===== src/rtl/mem_arbiter.sv =====
// Two-requester memory arbiter: instruction fetch and load/store share one downstream port,
// one transaction in flight at a time, round-robin on conflict, response timeout in RESP.
module mem_arbiter #(
  parameter int unsigned RESP_TIMEOUT = 255
) (
  input  logic        clk,
  input  logic        rst_n,
  input  logic        if_req_valid,
  input  logic [63:0] if_addr,
  output logic        if_req_ready,
  output logic        if_rsp_valid,
  input  logic        ls_req_valid,
  input  logic        ls_we,
  input  logic [63:0] ls_addr,
  input  logic [63:0] ls_wdata,
  input  logic [7:0]  ls_wmask,
  output logic        ls_req_ready,
  output logic        ls_rsp_valid,
  output logic [63:0] rsp_rdata,
  output logic        rsp_err,
  output logic        mem_req_valid,
  input  logic        mem_req_ready,
  output logic        mem_we,
  output logic [63:0] mem_addr,
  output logic [63:0] mem_wdata,
  output logic [7:0]  mem_wmask,
  input  logic        mem_rsp_valid,
  input  logic [63:0] mem_rdata,
  output logic        busy
);

  localparam logic [1:0] IDLE = 2'd0;
  localparam logic [1:0] REQ  = 2'd1;
  localparam logic [1:0] RESP = 2'd2;

  // Timeout fires in the cycle the counter would step onto RESP_TIMEOUT.
  localparam logic [15:0] TIMEOUT_M1 = 16'(RESP_TIMEOUT - 1);

  logic [1:0]  state_q, state_d;
  logic        ownerLs_q, ownerLs_d;
  logic        lastLs_q, lastLs_d;
  logic        we_q, we_d;
  logic [63:0] addr_q, addr_d;
  logic [63:0] wdata_q, wdata_d;
  logic [7:0]  wmask_q, wmask_d;
  logic [15:0] wait_q, wait_d;

  logic inIdle, grantIf, grantLs, rspHit, timeout, done;

  assign inIdle  = (state_q == IDLE);
  assign grantLs = ls_req_valid && (!if_req_valid || !lastLs_q);
  assign grantIf = if_req_valid && (!ls_req_valid || lastLs_q);
  assign rspHit  = (state_q == RESP) && mem_rsp_valid;
  assign timeout = (state_q == RESP) && !mem_rsp_valid && (wait_q == TIMEOUT_M1);
  assign done    = rspHit || timeout;

  // Ready is gated by rst_n so a requester never sees a grant while reset is held.
  assign if_req_ready = rst_n && inIdle && grantIf;
  assign ls_req_ready = rst_n && inIdle && grantLs;

  assign if_rsp_valid = done && !ownerLs_q;
  assign ls_rsp_valid = done && ownerLs_q;
  assign rsp_rdata    = rspHit ? mem_rdata : 64'd0;
  assign rsp_err      = timeout;

  assign mem_req_valid = (state_q == REQ);
  assign mem_we        = we_q;
  assign mem_addr      = addr_q;
  assign mem_wdata     = wdata_q;
  assign mem_wmask     = wmask_q;
  assign busy          = !inIdle;

  always_comb begin
    state_d   = state_q;
    ownerLs_d = ownerLs_q;
    lastLs_d  = lastLs_q;
    we_d      = we_q;
    addr_d    = addr_q;
    wdata_d   = wdata_q;
    wmask_d   = wmask_q;
    wait_d    = wait_q;
    case (state_q)
      IDLE: begin
        if (grantLs) begin
          state_d   = REQ;
          ownerLs_d = 1'b1;
          lastLs_d  = 1'b1;
          we_d      = ls_we;
          addr_d    = ls_addr;
          wdata_d   = ls_wdata;
          wmask_d   = ls_we ? ls_wmask : 8'd0;
        end else if (grantIf) begin
          state_d   = REQ;
          ownerLs_d = 1'b0;
          lastLs_d  = 1'b0;
          we_d      = 1'b0;
          addr_d    = if_addr;
          wdata_d   = 64'd0;
          wmask_d   = 8'd0;
        end
      end
      REQ: begin
        if (mem_req_ready) begin
          state_d = RESP;
          wait_d  = 16'd0;
        end
      end
      RESP: begin
        if (done) begin
          state_d = IDLE;
        end else begin
          wait_d = wait_q + 16'd1;
        end
      end
      default: state_d = IDLE;
    endcase
  end

  always_ff @(posedge clk or negedge rst_n) begin
    if (!rst_n) begin
      state_q   <= IDLE;
      ownerLs_q <= 1'b0;
      lastLs_q  <= 1'b0;
      we_q      <= 1'b0;
      addr_q    <= 64'd0;
      wdata_q   <= 64'd0;
      wmask_q   <= 8'd0;
      wait_q    <= 16'd0;
    end else begin
      state_q   <= state_d;
      ownerLs_q <= ownerLs_d;
      lastLs_q  <= lastLs_d;
      we_q      <= we_d;
      addr_q    <= addr_d;
      wdata_q   <= wdata_d;
      wmask_q   <= wmask_d;
      wait_q    <= wait_d;
    end
  end

endmodule


===== config.mk =====
export PLATFORM = sky130hd
export DESIGN_NAME = mem_arbiter
export DESIGN_NICKNAME = d
export VERILOG_FILES = /design/src/rtl/mem_arbiter.sv
export SDC_FILE = /design/constraint.sdc
export NUM_CORES = 1
export LEC_CHECK = 0
export CORE_AREA = 5 5 183 185
export DETAILED_ROUTE_END_ITERATION = 8
export DIE_AREA = 0 0 188 190
export GPL_ROUTABILITY_DRIVEN = 0
export PLACE_DENSITY_LB_ADDON = 0.1
export SYNTH_ARGS = -nofsm -noshare
export SYNTH_HDL_FRONTEND = slang
export SYNTH_SLANG_ARGS = --single-unit

===== constraint.sdc =====
create_clock -name clk -period 2.5 [get_ports clk]
set_clock_uncertainty 0.15 [all_clocks]
set_input_delay 0.375 -clock clk [delete_from_list [all_inputs] [get_ports clk]]
set_output_delay 0.375 -clock clk [all_outputs]
set_load 0.005 [all_outputs]

After elaboration in Yosys (flattened, before gate mapping)
Index checks and enable logic that the tools add are counted.
{"block": "op_classes", "reduce_logical": 24, "eq_ne": 7, "add_sub_neg": 1, "muxes": 19}
{"operator": "$mux 64", "n": 5}
{"operator": "$mux 16", "n": 2}
{"operator": "$pmux 16 s2", "n": 1}
{"operator": "$mux 8", "n": 3}
{"operator": "$add 16x1->16 const B", "n": 1}
{"operator": "$eq 16x8->1 const B", "n": 1}
{"operator": "$logic_and 1x1->1", "n": 10}
{"operator": "$mux 2", "n": 4}
{"operator": "$pmux 2 s3", "n": 1}
{"operator": "$reduce_and 3->1", "n": 2}
{"operator": "$logic_not 1->1", "n": 5}
{"operator": "$ne 2x2->1 const B", "n": 2}
{"operator": "$reduce_bool 2->1", "n": 2}
{"operator": "$logic_or 1x1->1", "n": 3}
{"operator": "$mux 1", "n": 3}
{"operator": "$ne 3x1->1 const B", "n": 1}
{"operator": "$eq 2x1->1 const B", "n": 1}
{"operator": "$eq 2x2->1 const B", "n": 1}
{"operator": "$logic_not 2->1", "n": 1}
{"operator": "$ne 2x1->1 const B", "n": 1}
{"operator": "$reduce_and 2->1", "n": 1}
{"block": "word_totals", "regBits": 156, "out_inout_bits": 208, "inputBits": 271}

Depth between registers and ports, before layout
Gate-level depths: netlist of run 1.
{"block": "depth", "word_depth": 6, "depth_mapped": 9}

Least setup slack after synthesis of run 1
Ideal clock, no wire load.
{"block": "synth_path", "path_kind": "register to output", "from": "register wait_q[0]", "to": "output if_rsp_valid", "slack_ns": 0.320, "stages_incl_launch_ff": 8, "arrival_time_ns": 1.655, "required_ns": 1.975, "n_path_buf": 0, "cell_sequence": "dfrtp_1 -> inv_1 -> ha_1 -> or4b_1 -> nor3_2 -> nand4_1 -> a21o_1 -> nor2_1"}
{"block": "synth_via", "elab_chain_len": 4}
{"element": "start: declaration", "line": "46", "rtl": "logic [15:0] wait_q, wait_d;"}
{"element": "start signal: assignment", "line": "137", "rtl": "wait_q <= wait_d;"}
{"element": "$eq 16x8->1", "line": "54", "rtl": "assign timeout = (state_q == RESP) && !mem_rsp_valid && (wait_q == TIMEOUT_M1);"}
{"element": "$logic_and 1x1->1", "line": "54"}
{"element": "$logic_or 1x1->1", "line": "55", "rtl": "assign done = rspHit || timeout;"}
{"element": "$logic_and 1x1->1", "line": "61", "rtl": "assign if_rsp_valid = done && !ownerLs_q;"}
{"element": "end: declaration", "line": "11", "rtl": "output logic if_rsp_valid,"}
No other way between the ends.

Worst setup path after layout of run 1
{"block": "layout_path", "from": "register wait_q[0]", "to": "output ls_rsp_valid"}
{"block": "layout_via", "elab_chain_len": 4}
{"element": "$eq 16x8->1", "line": "54"}
{"element": "$logic_and 1x1->1", "line": "54"}
{"element": "$logic_or 1x1->1", "line": "55"}
{"element": "$logic_and 1x1->1", "line": "62", "rtl": "assign ls_rsp_valid = done && ownerLs_q;"}
{"element": "end: declaration", "line": "18", "rtl": "output logic ls_rsp_valid,"}
No other way between the ends.

==> results of run 1 <==
[power groups by stage]
stage	clock [W]	sequential, W	combinational (W)
4_1_cts	0.00310	0.00431	0.00627
2_1_floorplan	0	0.00435	0.00209
6_report	0.00301	0.00430	0.00635
3_3_place_gp	0	0.00430	0.00622
3_5_place_dp	0	0.00429	0.00623
5_1_grt	0.00321	0.00445	0.00691
[registers in the layout, indices dropped and copies added, names as in the netlist]
name / cells
state_q: 2
mem_addr: 64
mem_we: 1
mem_wdata: 64
mem_wmask: 8
wait_q: 16
lastLs_q: 1
[stage by stage]
| stage | area (µm²) | util [%] |
|---|---|---|
| floorplan | 7000 | - |
| global placement | 12500 | 39.2 |
| detailed placement | 12500 | 39.2 |
| CTS | 13200 | 41.5 |
| global route | 13500 | 42.4 |
| finish | 13500 | 42.4 |
[Yosys cell counts (2+ instances only)]
cell type | number | area (µm²)
nand3_1 | 4 | 20.0
buf_2 | 8 | 40.0
a21oi_1 | 14 | 70.1
ha_1 | 2 | 25.0
dfrtp_1 | 156 | 3900
a31oi_1 | 10 | 62.6
buf_6 | 2 | 22.5
buf_1 | 6 | 22.5
inv_1 | 7 | 26.3
mux2i_1 | 64 | 641
a22o_1 | 72 | 631
a31oi_2 | 2 | 25.0
clkbuf_1 | 41 | 154
nor3_1 | 4 | 20.0
o21ai_1 | 3 | 15.0
a41oi_1 | 2 | 17.5
nand2_1 | 76 | 285
o21ai_0 | 70 | 350
nor2_1 | 11 | 41.3
and3_1 | 72 | 450
o21a_1 | 2 | 15.0
a21o_1 | 4 | 30.0
nand4_1 | 4 | 25.0
nand2b_1 | 3 | 18.8
[worst max path at each step]
stage	end	slack (ns)	depth (start not counted)
finish	ls_rsp_valid	-0.29	8
detailed placement	ls_rsp_valid	-0.57	7
global placement	ls_rsp_valid	-0.58	7
global route	if_rsp_valid	-0.42	8
floorplan	if_rsp_valid	0.32	7
CTS	ls_rsp_valid	-0.37	8
[routing by layer]
metal	GRT usage, %	vias to the layer above	wire length, µm	part of all wire [%]
li1	-	3340	-	-
met1	18.4	3189	12200	41
met2	25.8	285	14200	48
met3	7.30	33	2720	9.2
met4	4.35	0	503	1.7
met5	0	-	0	0
[final cells by class]
type,count,area (µm²)
fill,3097,18300
sequential,156,3910
antenna,1,2.50
clock buffer,21,470
clock inverter,11,201
tap,408,510
timing repair buffer,534,5520
multi-input combinational,429,2890
inverter,7,26.3
[worst min-delay path: stages (launching register included)]
cell and delay [ns]:
dfrtp_1 0.34, nand2_1 0.04, o21ai_0 0.06
[repair_timing]
item | in CTS | in global routing
pin swaps | 6 | 4
setup endpoints to repair | 69 | 69
hold buffers | 2 | 0
setup buffers | 2 | 11
endpoints found under the hold margin | 13 | 0
gates resized for setup | 20 | 84
cloned | 0 | 4
[cell families (layout without fill, tap and decap cells)]
family / count (synthesis) / in the layout / share of synthesized area (%)
AOI/OAI and AO/OA: 181 / 181 / 17.6
DFF: 156 / 156 / 55.8
adders and majority gates: 2 / 2 / 0.357
and+or+nand+nor: 181 / 181 / 13.1
muxes: 65 / 65 / 9.37
buffers and inverters: 64 / 573 / 3.79
other: 0 / 1 / 0
==> results.yml, run 1 <==
run_status:
  status: "finished, violations left"
  violations: "negative setup slack"
placed_design:
  dp.cells: 1515
  dp_slack_ns: -0.573
  hpwl_um: 21800
  port_buffers: 478
grt:
  grt_start_max_net_pins: 144
  grt_util_all_layers_pct: 15.6
  grt_pass1_wl_um: 43100
  overflow: 0
  grt_pass1_vias: 7060
  antenna_found_initial: 2
power_and_ir_drop:
  p_leak_nw: 6.98
  sw_frac_of_total_pct: 31.8
  p_comb_share_pct: 46.5
  totalPowerFinal_w: 0.0137
  p_per_area_mw_per_mm2: 1010
  clock_power_share_pct: 22.0
  power.switching_w: 0.00434
  p_seq_share_pct: 31.5
  ir_drop_uv: 419
  p_int_w: 0.00931
yosys:
  synth.distinct_cells: 34
  netlist_area_mm2: 0.00700
  synthArstFlopShare_pct: 100
  yosysWarningCount: 0
  synthCells: 649
  syn_avg_cell_area_um2: 10.8
  synth_fp_nets: 922
  ys_seq_area_share_pct: 55.8
  synth-edff-count: 0
  synth_top_flop_cell: "dfrtp_1"
  synth_seq_cells: 156
timing:
  worst_pin_slew_ns: 0.926
  final_max_slew_viol_count: 0
  fin_ws_ns: -0.291
  finalSetupTns_ns: -0.626
  max-slew-margin-rel_pct: 38.3
  finalCritPeriodShare_pct: 112
  setup_viol: 3
  period_minus_slack_ns: 2.79
  max_freq_ghz: 0.358
  rsz0062_at_grt: "true"
  hold_violations: 0
  hold_slack_ns: 0.327
routing:
  first_iter_violations: 245
  via_per_inst: 4.37
  drc: 0
  wire_per_inst_um: 18.9
  final_antenna_net_count: 0
  first_pass_iters: 5
  vias: 6847
  wl_um: 29600
clock_tree:
  clk_pin_slew_worst_paths_ns: 0.07
  cts_made_buffers: 17
  cts_max_level: 4
  cts_buffer_depth: 2
  insertion_delay_ns: 0.43
  cts_tree: "yes"
  root_buffer: "clkbuf_16"
  cts_sinks: 156
worst_setup_path:
  slowest_delay_ns: 0.46
  reg2reg_from: "wait_q[0]"
  rr_worst_depth: 9
  path_max_fanout: 2
  setup.worst_path.start: "wait_q[0]"
  critPathLaunchType: "flop"
  endpoint_kind: "output port"
  cp.buffers_inverters: 2
  r2r_end: "wait_q[3]"
  required_ns: 1.98
  cp.arrival_ns: 2.27
  reg2reg_slack_ns: 0.27
  worst-setup-path-type: "reg2out"
  cpMaxStageDelayCell: "or4b_4"
  cpLargestDelayFamily: "simple AND/OR/NAND/NOR gates"
  crit_chain: "inv_2 -> ha_4 -> or4b_4 -> nor3_4 -> nand4_1 -> a21o_1 -> nor2_1 -> buf_2"
floorplan:
  initial_core_util_pct: 22.0
  die_w_um: 188
  chipHeight_um: 190
  dieArea_mm2: 0.0357
  coreArea_mm2: 0.0319
  row_count: 66
  io_pins: 479
min_path:
  min_from: "mem_addr[18]"
  whs_endpoint: "mem_addr[18]"
  min_path_cells: 2
  min_path_type: "reg2reg"
final_layout:
  drive_above_1_share_pct: 9.59
  nets: 1418
  syn2layout_area_growth_pct: 93.3
  layout.cells.non_filler: 1567
  final_common_cell: "clkdlybuf4s50_1"
  mostFrequentLayoutCells: "clkdlybuf4s50_1, dfrtp_1, nand2_1, and3_1, a22o_1"
flow_run:
  cap_violations: 0
Power figures use the tool's default switching activity.
==> run 2: changes to the inputs <==
--- a/config.mk
+++ b/config.mk
@@ -5,9 +5,9 @@
 export SDC_FILE = /design/constraint.sdc
 export NUM_CORES = 1
 export LEC_CHECK = 0
-export CORE_AREA = 5 5 183 185
+export CORE_AREA = 2 2 185 187
 export DETAILED_ROUTE_END_ITERATION = 8
-export DIE_AREA = 0 0 188 190
+export DIE_AREA = 0 0 187 189
 export GPL_ROUTABILITY_DRIVEN = 0
 export PLACE_DENSITY_LB_ADDON = 0.1
 export SYNTH_ARGS = -nofsm -noshare
==> run 2 against run 1 <==
  * Sequential power is essentially flat
  * The run still ends with negative setup slack left
  * Count of clock-buffer cells in the layout is the same
  * Critical endpoint is now if_rsp_valid
  * Cell area shrank 1.4%
  * Worst setup slack gained 0.10 ns
  * Fmax grew 3.9%
  * Non-clock buffer count shrank 11
  * First-iteration DRC count grew 18%
==> results.yml, run 2 (same netlist as run 1, synthesis figures left out) <==
clock_tree:
  cts_tree: "yes"
  root_buffer: "clkbuf_16"
  insertion_delay_ns: 0.43
  clk_pin_slew_worst_paths_ns: 0.07
  cts_made_buffers: 17
  cts_max_level: 4
  cts_buffer_depth: 2
  cts_sinks: 156
worst_setup_path:
  required_ns: 1.98
  worst-setup-path-type: "reg2out"
  path_max_fanout: 2
  cp.arrival_ns: 2.16
  critPathLaunchType: "flop"
  endpoint_kind: "output port"
final_layout:
  syn2layout_area_growth_pct: 90.6
  fin_util_pct: 40.1
  mostFrequentLayoutCells: "clkdlybuf4s50_1, dfrtp_1, nand2_1, a22o_1, and3_1"
  nets: 1407
  antennaDiodeCount: 0
  layout.cells.non_filler: 1594
  drive_above_1_share_pct: 7.94
  final_common_cell: "clkdlybuf4s50_1"
routing:
  wire_per_inst_um: 17.8
  final_antenna_net_count: 0
  wl_um: 28400
  first_iter_violations: 288
  vias: 6754
  via_per_inst: 4.24
  drc: 0
  first_pass_iters: 4
grt:
  overflow: 0
  grt_util_all_layers_pct: 15.9
  antenna_found_initial: 0
  grt_pass1_vias: 7137
  grt_pass1_wl_um: 43500
  grt_start_max_net_pins: 156
placed_design:
  port_buffers: 478
  dp.cells: 1545
  hpwl_um: 20100
timing:
  setup_viol: 3
  finalCritPeriodShare_pct: 107
  fin_ws_ns: -0.187
  hold_slack_ns: 0.136
  period_minus_slack_ns: 2.69
  hold_violations: 0
  rsz0062_at_grt: "true"
  finalSetupTns_ns: -0.423
  max-slew-margin-rel_pct: 40.8
  final_max_slew_viol_count: 0
  worst_pin_slew_ns: 0.888
  max_freq_ghz: 0.372
floorplan:
  row_count: 67
  initial_core_util_pct: 21.0
  dieArea_mm2: 0.0353
  io_pins: 479
  die_w_um: 187
  chipHeight_um: 189
  coreArea_mm2: 0.0333
power_and_ir_drop:
  p_leak_nw: 6.31
  p_per_area_mw_per_mm2: 1000
  totalPowerFinal_w: 0.0134
  ir_drop_uv: 529
flow_run:
  cap_violations: 0
min_path:
  min_path_type: "in2async"
run_status:
  violations: "negative setup slack"
  status: "finished, violations left"
run 2: cell types whose count changed in the layout (fill, tap and decap cells not counted), sizes merged, moves of 2 or more:
| cell | previous run | this run |
|---|---|---|
| buf | 56 | 45 |
| bufbuf | 0 | 2 |
| clkbuf | 31 | 22 |
| clkdlybuf4s15 | 0 | 10 |
| clkinv | 1 | 3 |
| dlygate4sd2 | 0 | 40 |
| dlymetal6s2s | 57 | 14 |
| inv | 12 | 8 |
run 2: timing repair:
item,4_1_cts,5_1_grt
buffers inserted,8,4
gates resized for setup,77,25
hold buffers,1,0
gates cloned,4,1
pin swaps,5,3
endpoints found under the hold margin,1,0
setup endpoints to repair,69,19
run 2: cell type report:
cell class	instances	area (µm²)
Fill cell	3311	19900
Timing Repair Buffer	523	5310
Sequential cell	156	3910
Multi-Input combinational cell	429	2900
Tap cell	448	561
Clock buffer	21	450
Clock inverter	10	189
Inverter	7	26.3
run 2: stage by stage:
| stage | cell area [µm²] | setup slack (ns) |
|---|---|---|
| finish | 13300 | -0.187 |
| global route | 13300 | -0.337 |
| CTS | 13200 | -0.313 |
| detailed placement | 12400 | -0.530 |
| global placement | 12400 | -0.516 |
| floorplan | 7000 | 0.320 |
run 2: worst paths after layout:
| kind | startpoint | end | slack, ns | cells after the start |
|---|---|---|---|---|
| worst max register to register | wait_q[0] | wait_q[6] | 0.31 | 9 |
| max in group asynchronous | rst_n | mem_addr[4] | 1.00 | 3 |
| worst max-delay path | wait_q[0] | if_rsp_valid | -0.19 | 8 |
| min in group clk | mem_addr[31] | mem_addr[31] | 0.32 | 2 |
| worst min-delay path | rst_n | lastLs_q | 0.14 | 2 |
| worst min register to register | mem_addr[31] | mem_addr[31] | 0.32 | 2 |
run 2: per-layer routing:
metal	GRT usage [%]	routed length (µm)	vias to the layer above
li1	-	-	3319
met1	19.0	11800	3132
met2	26.1	13500	281
met3	6.69	2600	22
met4	4.76	435	0
met5	0	0	-
run 2: power by group:
part | switching (W) | internal [W] | leakage (nW) | total [W]
sequential | 0.000630 | 0.00365 | 2.00 | 0.00428
combinational | 0.00251 | 0.00369 | 4.01 | 0.00620
clock | 0.00107 | 0.00180 | 0.308 | 0.00287
total | 0.00422 | 0.00914 | 6.31 | 0.0134
run 2: critical path: stages, from the launching register on:
cell and delay (ns):
dfrtp_1 0.39, inv_2 0.08, ha_4 0.12, or4b_4 0.46, nor3_4 0.14, nand4_1 0.14, a21o_1 0.20, nor2_1 0.08
buf_2 0.12
==> patch: new RTL, config.mk and constraints of run 1 <==
`addr_q` and `wdata_q` no longer have a reset.
--- a/src/rtl/mem_arbiter.sv
+++ b/src/rtl/mem_arbiter.sv
@@ -122,8 +122,6 @@
       ownerLs_q <= 1'b0;
       lastLs_q  <= 1'b0;
       we_q      <= 1'b0;
-      addr_q    <= 64'd0;
-      wdata_q   <= 64'd0;
       wmask_q   <= 8'd0;
       wait_q    <= 16'd0;
     end else begin
@@ -131,12 +129,15 @@
       ownerLs_q <= ownerLs_d;
       lastLs_q  <= lastLs_d;
       we_q      <= we_d;
-      addr_q    <= addr_d;
-      wdata_q   <= wdata_d;
       wmask_q   <= wmask_d;
       wait_q    <= wait_d;
     end
   end
 
+  always_ff @(posedge clk) begin
+    addr_q  <= addr_d;
+    wdata_q <= wdata_d;
+  end
+
 endmodule
 
Function: changed (Yosys sat finds a counterexample within 4 cycles, from zero or initial values and one cycle with rst_n low).
==> patch against run 1 <==
- the run still ends with negative setup slack left
- area after synthesis fell by 1.1%
- worst setup slack lost 0.14 ns
- sequential cell count is the same
- maximum frequency decreased by 4.7%
- power fell by 18%
- final area down 1.9%
- routed wire length rose by 1.6%
==> patch: results (changes against run 1) <==
metric	value	unit	change
top post-synthesis cells by area	edfxtp_1 (56%), mux2_2 (10%), dfrtp_1 (10%)		
Setup Viol. Count Final	20		+17
total number of vias	6181		-9.7%
Least-Margin Pin Slew	0.5381	ns	-0.3876 ns
Avg Cell Area, Syn	13.65	um^2	+27%
status	finished, violations left		
worst setup margin	-0.4277	ns	-0.1368 ns
internal power	8.012	mW	-14%
Post-DP HPWL	23780	um	+9.1%
layout cell share with drive strength beyond 1	16.02	%	+6.4 points
EDFF count, synth	128		+128
vias in the first global route	6318		-11%
largest net degree at the start of global routing	68		-53%
Iter 0 DRT Violations	286		+17%
TNS Setup	-3.091	ns	-2.465 ns
sequential fraction of the synthesis area	65.64	%	+9.9 points
drt total wl	30130	um	+1.6%
final cell count without fillers	1446		-7.7%
Async S/R FF share, synth	17.95	%	-82 points
Leak	5.505	nW	-21%
Layout Nets	1296		-8.6%
initial antenna violation count	3		+1
failing checks	negative setup slack		
commonest cells in the netlist	edfxtp_1 (128), and3_1 (69), and2_1 (67), mux2_2 (64), clkbuf_1 (33)		
first-pass iteration count of the detailed router	4		-1
Worst Hold Class	input port to async pin		
VDD IR max	0.0004376	V	+4.6%
first-pass GRT wire length	42740	um	-0.90%
Tot GR Track Use	16.04	%	+0.39 points
Distinct cells, synth	38		+12%
CP peak stage delay	0.50	ns	+0.04 ns
patch: cell types whose count changed after synthesis, moves of 50 or more:
cell and change:
mux2i_1 -64, edfxtp_1 +128, dfrtp_1 -128, nand2_1 -61, o21ai_0 -50, a22o_1 -64, and2_1 +66, mux2_2 +64
patch: cell families after synthesis:
logic type,share of synthesized area [%]
buf+inv,2.458
fa+ha+maj,0.3614
compound gates,4.916
flops,65.64
mux,10.41
simple gates,16.21
patch: cell type report:
cell class / instances / area, um^2
flip-flops and latches: 156 / 4546
multi-input cells: 308 / 2248
clock buffers: 18 / 429.2
repair buffers: 533 / 5329
fillers: 3066 / 18610
clock inverters: 14 / 170.2
well taps: 408 / 510.5
diodes: 2 / 5.005
inverters: 7 / 30.03
patch: what timing repair did:
action,4_1_cts,5_1_grt
setup buffers,9,2
gates cloned,2,2
resized for setup,78,19
pin swaps,6,2
endpoints found under the setup margin,70,18
patch: critical path: cells and delay by family, from the launching register on:
kind	cells	cell delay (ns)
buffers and inverters	2	0.16
DFF	1	0.38
adders and majority gates	1	0.16
and+or+nand+nor	4	1.27
patch: final timing paths:
kind | from | endpoint | slack [ns] | depth (start not counted)
worst min register to register | wait_q[15]$_DFFE_PN0P_ | wait_q[15]$_DFFE_PN0P_ | 0.34 | 1
min in group clk | wait_q[15]$_DFFE_PN0P_ | wait_q[15]$_DFFE_PN0P_ | 0.34 | 1
worst max register to register | wait_q[0]$_DFFE_PN0P_ | wait_q[6]$_DFFE_PN0P_ | -0.17 | 10
max in group asynchronous | rst_n | wait_q[11]$_DFFE_PN0P_ | 1.63 | 2
worst min-delay path | rst_n | lastLs_q$_DFFE_PN0P_ | 0.27 | 2
worst max-delay path | wait_q[0]$_DFFE_PN0P_ | ls_rsp_valid | -0.43 | 7
patch: through the flow:
step,utilization (%),setup WS [ns],power (mW),hold slack (ns),area (um^2)
2_1_floorplan,-,-0.6142,5.451,-0.07059,6948
3_3_place_gp,39.26,-0.4317,8.463,0.3085,12520
3_5_place_dp,39.26,-0.4401,8.459,0.3220,12520
4_1_cts,41.34,-0.4627,11.36,0.2649,13180
5_1_grt,41.62,-0.5319,11.81,0.2928,13270
6_report,41.62,-0.4277,11.23,0.2747,13270
patch: layer usage:
layer  GRT usage [%]  wire [um]  vias to the layer above
met1           17.02      10850                     2932
li1                -          -                     2909
met2           28.63      15760                      312
met5               0          0                        -
met3           6.459       2790                       28
met4           6.098        726                        0
patch: power by group through the flow:
stage / clock [mW] / sequential (mW) / combinational [mW]
floorplan: 0 / 4.33 / 1.12
global route: 2.89 / 4.22 / 4.70
finish: 2.70 / 4.14 / 4.38
global placement: 0 / 4.19 / 4.28
CTS: 2.80 / 4.16 / 4.41
detailed placement: 0 / 4.21 / 4.25
